**config.mk**
```make
export PLATFORM = sky130hd
export DESIGN_NAME = coeff_dequant_buffer_flat
export DESIGN_NICKNAME = d
export VERILOG_FILES = /design/src/rtl/coeff_dequant_buffer_pkg.sv /design/src/rtl/coeff_dequant_buffer_if.sv /design/src/rtl/coeff_dequant_buffer_ram.sv /design/src/rtl/coeff_dequant_buffer.sv /design/src/flat_wrapper.sv
export SDC_FILE = /design/constraint.sdc
export NUM_CORES = 2
export LEC_CHECK = 0
export CAP_MARGIN = 25
export CELL_PAD_IN_SITES_DETAIL_PLACEMENT = 1
export CELL_PAD_IN_SITES_GLOBAL_PLACEMENT = 1
export CORE_ASPECT_RATIO = 2
export CORE_MARGIN = 10
export CORE_UTILIZATION = 50
export CTS_BUF_LIST = sky130_fd_sc_hd__clkbuf_8
export DETAILED_ROUTE_END_ITERATION = 16
export DONT_BUFFER_PORTS = 1
export PLACE_DENSITY_LB_ADDON = 0.1
export SYNTH_ARGS = -nofsm -noshare
export SYNTH_HDL_FRONTEND = slang
export SYNTH_SLANG_ARGS = --single-unit
```
**constraint.sdc**
```tcl
create_clock -name CLOCK_I -period 20.3 [get_ports CLOCK_I]
set_clock_uncertainty 0.2 [all_clocks]
set_input_delay 5.075 -clock CLOCK_I [delete_from_list [all_inputs] [get_ports CLOCK_I]]
set_output_delay 5.075 -clock CLOCK_I [all_outputs]
set_load 0.01 [all_outputs]
```
**src/rtl/coeff_dequant_buffer_pkg.sv**
```systemverilog
// rtl/coeff_dequant_buffer_pkg.sv - shared state types, zigzag map and dequant shift tables
// Build option: DEQUANT_SAT_EN selects saturating results instead of 16-bit wrap.
package coeff_dequant_buffer_pkg;

  typedef enum logic [1:0] {M1_IDLE, M1_FILL, M1_WAIT} m1_state_t;
  typedef enum logic [1:0] {M2_IDLE, M2_READ, M2_DONE} m2_state_t;

  typedef struct packed {
    logic [1:0] full;
    logic       wb;
    logic       rb;
  } bank_state_t;

  // Zigzag index k -> row-major {row,col} position.
  localparam logic [5:0] ZIGZAG [64] = '{
     0,  1,  8, 16,  9,  2,  3, 10, 17, 24, 32, 25, 18, 11,  4,  5,
    12, 19, 26, 33, 40, 48, 41, 34, 27, 20, 13,  6,  7, 14, 21, 28,
    35, 42, 49, 56, 57, 50, 43, 36, 29, 22, 15, 23, 30, 37, 44, 51,
    58, 59, 52, 45, 38, 31, 39, 46, 53, 60, 61, 54, 47, 55, 62, 63
  };

  // Left-shift amount indexed by s = row + col (s never exceeds 14).
  localparam logic [2:0] Q0_SHIFT [16] = '{3, 1, 2, 2, 3, 3, 4, 4, 5, 5, 5, 5, 5, 5, 5, 5};
  localparam logic [2:0] Q1_SHIFT [16] = '{3, 0, 1, 1, 1, 1, 2, 2, 2, 2, 2, 2, 2, 2, 2, 2};

  function automatic logic [2:0] q_shift(input logic q, input logic [3:0] s);
    return q ? Q1_SHIFT[s] : Q0_SHIFT[s];
  endfunction

endpackage

```
**src/rtl/coeff_dequant_buffer_if.sv**
```systemverilog
// rtl/coeff_dequant_buffer_if.sv - coefficient stream and block read bus
interface coeff_dequant_buffer_if;
  logic        Q_select_I;
  logic        coeff_valid_I;
  logic [15:0] coeff_data_I;
  logic        coeff_ready_O;
  logic        block_ready_O;
  logic [5:0]  block_read_addr_I;
  logic [15:0] block_read_data_O;
  logic        block_release_I;
  logic        sat_flag_O;

  modport master (
    output Q_select_I, coeff_valid_I, coeff_data_I, block_read_addr_I, block_release_I,
    input  coeff_ready_O, block_ready_O, block_read_data_O, sat_flag_O
  );

  modport slave (
    input  Q_select_I, coeff_valid_I, coeff_data_I, block_read_addr_I, block_release_I,
    output coeff_ready_O, block_ready_O, block_read_data_O, sat_flag_O
  );
endinterface

```
**src/rtl/coeff_dequant_buffer_ram.sv**
```systemverilog
// rtl/coeff_dequant_buffer_ram.sv - 128x16 simple dual-port RAM holding both ping-pong banks
module dequant_bank_ram (
  input  logic        clk,
  input  logic        rst,
  input  logic        we,
  input  logic [6:0]  wr_addr,
  input  logic [15:0] wr_data,
  input  logic [6:0]  rd_addr,
  output logic [15:0] rd_data
);

  logic [15:0] mem [128];

  always_ff @(posedge clk) begin
    if (we) begin
      mem[wr_addr] <= wr_data;
    end
  end

  always_ff @(posedge clk or posedge rst) begin
    if (rst) begin
      rd_data <= '0;
    end else begin
      rd_data <= mem[rd_addr];
    end
  end

endmodule

```
**src/rtl/coeff_dequant_buffer.sv**
```systemverilog
// rtl/coeff_dequant_buffer.sv - zigzag dequantizer filling a ping-pong pair of 8x8 blocks
// Build option: DEQUANT_SAT_EN clamps out-of-range results and raises a sticky sat_flag_O.
module coeff_dequant_buffer
  import coeff_dequant_buffer_pkg::*;
(
  input  logic                 CLOCK_I,
  input  logic                 RESET_I,
  coeff_dequant_buffer_if.slave bus
);

  bank_state_t st, st_n;
  logic [5:0]  k;
  logic        q_lat;
  logic        xfer, rel, q_eff;
  logic [5:0]  pos;
  logic [3:0]  s;
  logic [2:0]  shift;
  logic [15:0] wr_data;

  assign bus.coeff_ready_O = ~st.full[st.wb];
  assign bus.block_ready_O = st.full[st.rb];
  assign xfer  = bus.coeff_valid_I & bus.coeff_ready_O;
  assign rel   = bus.block_release_I & bus.block_ready_O;

  // The block's matrix is taken from the first coefficient; later Q_select_I changes are ignored.
  assign q_eff = (k == 6'd0) ? bus.Q_select_I : q_lat;
  assign pos   = ZIGZAG[k];
  assign s     = {1'b0, pos[5:3]} + {1'b0, pos[2:0]};
  assign shift = q_shift(q_eff, s);

  // Completion and release can coincide; they always touch different banks.
  always_comb begin
    st_n = st;
    if (xfer && k == 6'd63) begin
      st_n.full[st.wb] = 1'b1;
      st_n.wb          = ~st.wb;
    end
    if (rel) begin
      st_n.full[st.rb] = 1'b0;
      st_n.rb          = ~st.rb;
    end
  end

  always_ff @(posedge CLOCK_I or posedge RESET_I) begin
    if (RESET_I) begin
      st    <= '0;
      k     <= '0;
      q_lat <= 1'b0;
    end else begin
      st <= st_n;
      if (xfer) begin
        k <= k + 6'd1;
        if (k == 6'd0) begin
          q_lat <= bus.Q_select_I;
        end
      end
    end
  end

`ifdef DEQUANT_SAT_EN
  logic signed [20:0] wide;
  logic               ovf;
  logic               sat_q;

  assign wide    = $signed({{5{bus.coeff_data_I[15]}}, bus.coeff_data_I}) <<< shift;
  assign ovf     = ~((&wide[20:15]) | ~(|wide[20:15]));
  assign wr_data = ovf ? (wide[20] ? 16'h8000 : 16'h7FFF) : wide[15:0];

  always_ff @(posedge CLOCK_I or posedge RESET_I) begin
    if (RESET_I) begin
      sat_q <= 1'b0;
    end else if (xfer && ovf) begin
      sat_q <= 1'b1;
    end
  end

  assign bus.sat_flag_O = sat_q;
`else
  assign wr_data        = bus.coeff_data_I << shift;
  assign bus.sat_flag_O = 1'b0;
`endif

  dequant_bank_ram u_ram (
    .clk     (CLOCK_I),
    .rst     (RESET_I),
    .we      (xfer),
    .wr_addr ({st.wb, pos}),
    .wr_data (wr_data),
    .rd_addr ({st.rb, bus.block_read_addr_I}),
    .rd_data (bus.block_read_data_O)
  );

endmodule

```
**src/flat_wrapper.sv**
```systemverilog
// flat-port wrapper written by rule: the top's interface ports become plain ports
module coeff_dequant_buffer_flat import coeff_dequant_buffer_pkg::*;
  (CLOCK_I, RESET_I, bus_Q_select_I, bus_coeff_valid_I, bus_coeff_data_I, bus_block_read_addr_I, bus_block_release_I, bus_coeff_ready_O, bus_block_ready_O, bus_block_read_data_O, bus_sat_flag_O);
  coeff_dequant_buffer_if bus_i ();
  input  logic CLOCK_I;
  input  logic RESET_I;
  input wire logic [$bits(bus_i.Q_select_I)-1:0] bus_Q_select_I;
  input wire logic [$bits(bus_i.coeff_valid_I)-1:0] bus_coeff_valid_I;
  input wire logic [$bits(bus_i.coeff_data_I)-1:0] bus_coeff_data_I;
  input wire logic [$bits(bus_i.block_read_addr_I)-1:0] bus_block_read_addr_I;
  input wire logic [$bits(bus_i.block_release_I)-1:0] bus_block_release_I;
  output wire logic [$bits(bus_i.coeff_ready_O)-1:0] bus_coeff_ready_O;
  output wire logic [$bits(bus_i.block_ready_O)-1:0] bus_block_ready_O;
  output wire logic [$bits(bus_i.block_read_data_O)-1:0] bus_block_read_data_O;
  output wire logic [$bits(bus_i.sat_flag_O)-1:0] bus_sat_flag_O;
  assign bus_i.Q_select_I = bus_Q_select_I;
  assign bus_i.coeff_valid_I = bus_coeff_valid_I;
  assign bus_i.coeff_data_I = bus_coeff_data_I;
  assign bus_i.block_read_addr_I = bus_block_read_addr_I;
  assign bus_i.block_release_I = bus_block_release_I;
  assign bus_coeff_ready_O = bus_i.coeff_ready_O;
  assign bus_block_ready_O = bus_i.block_ready_O;
  assign bus_block_read_data_O = bus_i.block_read_data_O;
  assign bus_sat_flag_O = bus_i.sat_flag_O;
  coeff_dequant_buffer u_core (.CLOCK_I(CLOCK_I), .RESET_I(RESET_I), .bus(bus_i));
endmodule
```
# Word-level counts from Yosys, hierarchy flattened
# Memories as Yosys holds them, arrays and structs flattened. A register that Yosys moved wholly into a read port is not among the register bits.
# Cells that the tools add are included.
word_totals:
  reg_bits: 11
  latchBits: 0
  ram_bits: 2048
  romBits: 480
  inputBits: 27
  output_inout_bits: 19
  elab_cells: 53
  n_memories: 4
memory_table:
  columns: ["memory", "depth", "width", "rd", "rd_ports_with_merged_regs", "write_ports", "line", "source"]
  rows:
  - ["u_core.u_ram.mem", 128, 16, 1, 1, 1, "coeff_dequant_buffer_ram.sv:12", "logic [15:0] mem [128];"]
  - ["(no name shown)", 64, 6, 1, 0, 0, "coeff_dequant_buffer.sv:27", "assign pos = ZIGZAG[k];"]
  - ["(no name shown)", 16, 3, 1, 0, 0, "coeff_dequant_buffer_pkg.sv:27", "return q ? Q1_SHIFT[s] : Q0_SHIFT[s];"]
  - ["(no name shown)", 16, 3, 1, 0, 0, "coeff_dequant_buffer_pkg.sv:27", null]
classes:
  add_sub_neg: 2
  n_mul: 0
  n_div: 0
  order_cmp: 6
  eq_ne: 1
  shift: 1
  mux: 20
  n_bitwise: 10
  reduce_logical: 4
ops:
  columns: ["operator", "n"]
  rows:
  - ["3-bit 2-to-1 mux", 6]
  - ["16-bit by 3-bit left shift with 16-bit output", 1]
  - ["6-bit 2-to-1 mux", 2]
  - ["1-bit 2-to-1 mux", 9]
  - ["7-bit >= comparator (second input constant)", 1]
  - ["6-bit inverter with 7-bit output", 1]
  - ["6-bit by 1-bit adder with 6-bit output (second input constant)", 1]
  - ["6-bit equality test (second input constant)", 1]
  - ["6-bit zero test", 1]
  - ["5-bit >= comparator (second input constant)", 1]
  - ["4-bit inverter with 5-bit output", 1]
  - ["3-bit by 3-bit adder with 4-bit output", 1]
  - ["1-bit by 2-bit less-than comparator with 1-bit output (second input constant)", 2]
  - ["1-bit logical AND", 3]
  - ["1-bit inverter", 3]
  - ["1-bit bitwise AND", 2]
  - ["2-bit bitwise AND", 1]
  - ["1-bit demux with 1-bit select", 2]
  - ["1-bit >= comparator (second input constant)", 2]
  - ["2-bit 2-to-1 mux", 1]
  - ["2-bit inverter", 1]
  - ["2-bit OR", 1]

# Longest topological paths before layout
logic_depth:
  depth_word: 11
  mapped_depth: 18
  depth_no_buf: 15

# Modules after synthesis
# A second synthesis with hierarchy kept.
unflattened:
  hier_cells: 3370
  hier_area_um2: 80863.8
modules_own_cells:
  columns: ["module", "n_inst", "cells_per_inst", "area_each_um2", "seq_area_each_um2"]
  rows:
  - ["dequant_bank_ram", 1, 3087, 78604.1, 61899.4]
  - ["coeff_dequant_buffer", 1, 283, 2259.7, 275.3]

# Worst setup path before layout
# OpenSTA, ideal clock, no wires.
synth_timing:
  path_type: "input port to flip-flop"
  start: "input bus_Q_select_I"
  end: "memory u_core.u_ram.mem[0][15] (data pin)"
  setup_time_ps: 1263
  arrival_time_ps: 11393
  required_time_ps: 18837
  path_slack_ps: 7444
  path_stages: 6
  n_path_buf: 1
  cell_sequence: "nand4_1 -> a22o_1 -> and2_1 -> buf_2 -> mux2i_1 -> a221oi_1"
synth_via:
  elab_chain_cells: 3
synth_rtl:
  columns: ["item", "line", "source"]
  rows:
  - ["start: declaration", "flat_wrapper.sv:7", "input wire logic [$bits(bus_i.Q_select_I)-1:0] bus_Q_select_I;"]
  - ["1-bit 2-to-1 mux", "coeff_dequant_buffer.sv:26", "assign q_eff = (k == 6'd0) ? bus.Q_select_I : q_lat;"]
  - ["3-bit 2-to-1 mux", "coeff_dequant_buffer_pkg.sv:27", null]
  - ["16-bit by 3-bit left shift with 16-bit output", "coeff_dequant_buffer.sv:79", "assign wr_data = bus.coeff_data_I << shift;"]
  - ["via u_core.u_ram.wr_data[15]", "coeff_dequant_buffer_ram.sv:7", "input logic [15:0] wr_data,"]
  - ["end: declaration", "coeff_dequant_buffer_ram.sv:12", null]
# The timed path passes the listed nets, and every way through them passes these cells.

# Worst setup path after layout
layout_timing:
  start: "input bus_Q_select_I"
  end: "memory u_core.u_ram.mem[95][10] (data pin)"
# Same word-level chain as after synthesis.

==> results.rst <==
.. list-table::
   :header-rows: 1

   * - Metric
     - Value
   * - Area of the placeable core
     - 0.160 mm^2
   * - Net total in the final layout
     - 3681
   * - Post-synth EDFFs
     - 2048
   * - Number of resized instances in the post-cts repair step
     - 0
   * - Aggregate negative setup slack
     - 0 ns
   * - Clk pin slew, worst setup/hold paths
     - 0.06 ns
   * - Crit path to
     - u_core.u_ram.mem[95][10]
   * - Area added between synthesis and finish
     - 10.8%
   * - Async SR Flop Fraction
     - 1.30%
   * - Maximum fanout along the worst path
     - 87
   * - Clock period minus worst slack
     - 8.29 ns
   * - Die Outline Area
     - 0.178 mm^2
   * - Distinct cell type count after synthesis
     - 63
   * - Die Y-Extent
     - 587 um
   * - Net count after synthesis
     - 3406
   * - Result of the run
     - finished, final reports clean
   * - Post-DR wirelength/cell
     - 37.3 um
   * - Max-cap violations
     - 0
   * - Final period util
     - 40.9%
   * - Via density per instance
     - 6.33
   * - Number of buffers inserted by hold repair at cts
     - 0
   * - First-iteration detailed-routing DRC count
     - 3504
   * - Cts bufs inserted
     - 291
   * - Row Count
     - 208
   * - Worst path required time
     - 20.64 ns
   * - Post-synthesis cell area
     - 0.0803 mm^2
   * - Synth top area cells
     - sky130_fd_sc_hd__edfxtp_1 77%, sky130_fd_sc_hd__mux4_2 18%, sky130_fd_sc_hd__dfrtp_1 0.84%
   * - Final count of hold timing violations
     - 0
   * - Destination of the worst register-to-register timing path
     - u_core.u_ram.mem[75][4]
   * - Sequential cell area fraction in the yosys report
     - 77.5%
   * - Worst Setup Start Kind
     - input pin
   * - Relative max-transition margin
     - 2.15%
   * - Initial Util
     - 50.2%
   * - Die width
     - 303 um
   * - GRT Residual Overflow
     - 0
   * - Ratio of cells with drive above 1 in the final layout
     - 32.1%
   * - Antenna violations before repair
     - 7
   * - Via count
     - 37600
   * - Last weighted congestion value of the routability-driven placer
     - 1.02
   * - Final number of setup-violating endpoints
     - 0
   * - Leading cell types in the layout, fill and taps excluded
     - 2048 x sky130_fd_sc_hd__edfxtp_1, 647 x sky130_fd_sc_hd__mux4_2, 302 x sky130_fd_sc_hd__clkbuf_8
   * - Worst EP arrival
     - 8.63 ns
   * - CTS Buffer Depth
     - 4
   * - Port-buffer cells
     - 0
   * - Clock sink count
     - 2075
   * - Setup Fix Bufs, Post-CTS
     - 0
   * - Flops & latches, synth
     - 2075
   * - All-Layer GR Usage
     - 25.1%
   * - Clock latency at the later pin of the worst-skew pair
     - 0.93 ns
   * - Avg Cell Area, Syn
     - 23.9 um^2
   * - Number of global-route vias before repair
     - 41200
   * - Final routed wirelength across all metal layers
     - 222 mm
   * - Number of levels in the clock H-tree
     - 5
   * - Clock Tree Root
     - sky130_fd_sc_hd__clkbuf_8
   * - Path category of the worst min-delay check
     - flop to flop
   * - Count of warnings emitted by yosys
     - 0
   * - Gate Count Post-Synth
     - 3361
   * - Number of detailed-routing iterations run before antenna repair
     - 5
   * - Reg2Reg Setup Slack
     - 12.15 ns
   * - Slew Viols, Final
     - 0
   * - Kind of critical path
     - input pin to flop
   * - Startpoint of the tightest hold check path
     - u_core.st[3]
   * - Final HPWL from detailed placement
     - 129 mm
   * - Synth top area share
     - 76.6%
   * - Largest net degree at the start of global routing
     - 513
   * - Timing-limited maximum frequency
     - 0.121 GHz
   * - Wire length of the first global-routing pass
     - 313 mm
   * - Remaining antenna violation count
     - 0
   * - I/O pin count
     - 46
   * - Worst-Margin Slew
     - 1.47 ns
   * - Most common cell after layout, fill and taps aside
     - sky130_fd_sc_hd__edfxtp_1
   * - Worst Setup End Kind
     - flop
   * - Path depth of the worst reg2reg path
     - 17
   * - Synth Flop Type
     - sky130_fd_sc_hd__edfxtp_1
   * - Launching instance or port of the critical path
     - bus_Q_select_I
   * - Cell taking the most area after synthesis
     - sky130_fd_sc_hd__edfxtp_1
   * - Unrepaired setup endpoints after global routing
     - no
   * - TritonCTS clock tree
     - done
   * - Drc violations
     - 0
   * - Reg2reg start
     - u_core.k[0]
-- cell families (layout without fill, tap and decap cells) --
group           count (synthesis)  in the layout  synth area share [%]
flops                        2075           2075                  77.5
mux                           666            666                  18.4
simple gates                  261            261                  1.60
buf+inv                       202            678                  1.08
compound gates                131            131                  1.09
fa+ha+maj                      18             18                 0.290
xor+xnor                        7              7                0.0764
other cells                     1              5               0.00467
-- how the worst min path moves through the flow --
stage | endpoint | slack [ns] | cells past startpoint
global route | u_core.q_lat | 0.37 | 1
detailed placement | u_core.q_lat | 0.32 | 1
floorplan | u_core.st[3] | 0.29 | 2
CTS | u_core.q_lat | 0.35 | 1
global placement | u_core.st[3] | 0.33 | 2
finish | u_core.st[3] | 0.35 | 2
-- metrics by stage --
| stage | worst slack (ns) | cell area [um^2] | hold slack (ns) | cells | utilization [%] |
|---|---|---|---|---|---|
| after global placement | 11.47 | 83500 | 0.331 | 5433 | 52.2 |
| after detailed placement | 11.06 | 83600 | 0.321 | 5437 | 52.2 |
| after CTS | 12.01 | 88800 | 0.349 | 5931 | 55.5 |
| after global routing | 11.62 | 88900 | 0.373 | 5940 | 55.6 |
| after floorplan | 7.44 | 80300 | 0.292 | 3361 | - |
| final | 12.01 | 88900 | 0.348 | 5941 | 55.6 |
-- synthesized netlist by cell type, types with 11 or more instances --
cell type and n:
sky130_fd_sc_hd__nor2_1 127, sky130_fd_sc_hd__nand3_1 13, sky130_fd_sc_hd__nand2_1 21, sky130_fd_sc_hd__o21ai_0 13, sky130_fd_sc_hd__o22ai_1 65, sky130_fd_sc_hd__nor3_1 14
sky130_fd_sc_hd__nor4_1 16, sky130_fd_sc_hd__edfxtp_1 2048, sky130_fd_sc_hd__mux2i_1 14, sky130_fd_sc_hd__buf_1 24, sky130_fd_sc_hd__inv_1 11, sky130_fd_sc_hd__mux4_2 647
sky130_fd_sc_hd__clkbuf_1 97, sky130_fd_sc_hd__a211oi_1 16, sky130_fd_sc_hd__dfrtp_1 27, sky130_fd_sc_hd__buf_2 64, sky130_fd_sc_hd__ha_1 17
-- flip-flops by register name, indices dropped and copies added, names as in the netlist --
name / flops
u_core.k: 6
u_core.q_lat: 1
u_core.u_ram.mem: 2048
u_core.u_ram.rd_data: 16
u_core.st: 4
-- area by class of cell --
type | instances | area (um^2)
tap | 2100 | 2630
antenna | 4 | 10.0
multi-input combinational | 1084 | 17500
fill | 13400 | 71100
sequential | 2075 | 62200
inverter | 12 | 45.0
clock inverter | 192 | 1030
clock buffer | 302 | 4160
timing repair buffer | 172 | 1420
-- per-layer routing --
| metal | track usage [%] | part of all wire [%] | up-vias |
|---|---|---|---|
| li1 | - | - | 15100 |
| met1 | 28.5 | 34 | 20800 |
| met2 | 45.6 | 55 | 1323 |
| met3 | 4.33 | 5.3 | 404 |
| met4 | 11.1 | 4.9 | 0 |
| met5 | 0 | 0 | - |
-- worst max-delay path, stage by stage --
cell,delay (ns)
sky130_fd_sc_hd__nand4_1,0.16
sky130_fd_sc_hd__nand4_1,0.46
sky130_fd_sc_hd__nand2_1,0.54
sky130_fd_sc_hd__mux2i_1,0.35
sky130_fd_sc_hd__a211oi_4,0.73
sky130_fd_sc_hd__buf_4,0.42
sky130_fd_sc_hd__buf_4,0.69
Power is left out: the tool's default activity adds up to more than one toggle a clock period on the data nets, which glitch-free logic cannot reach.
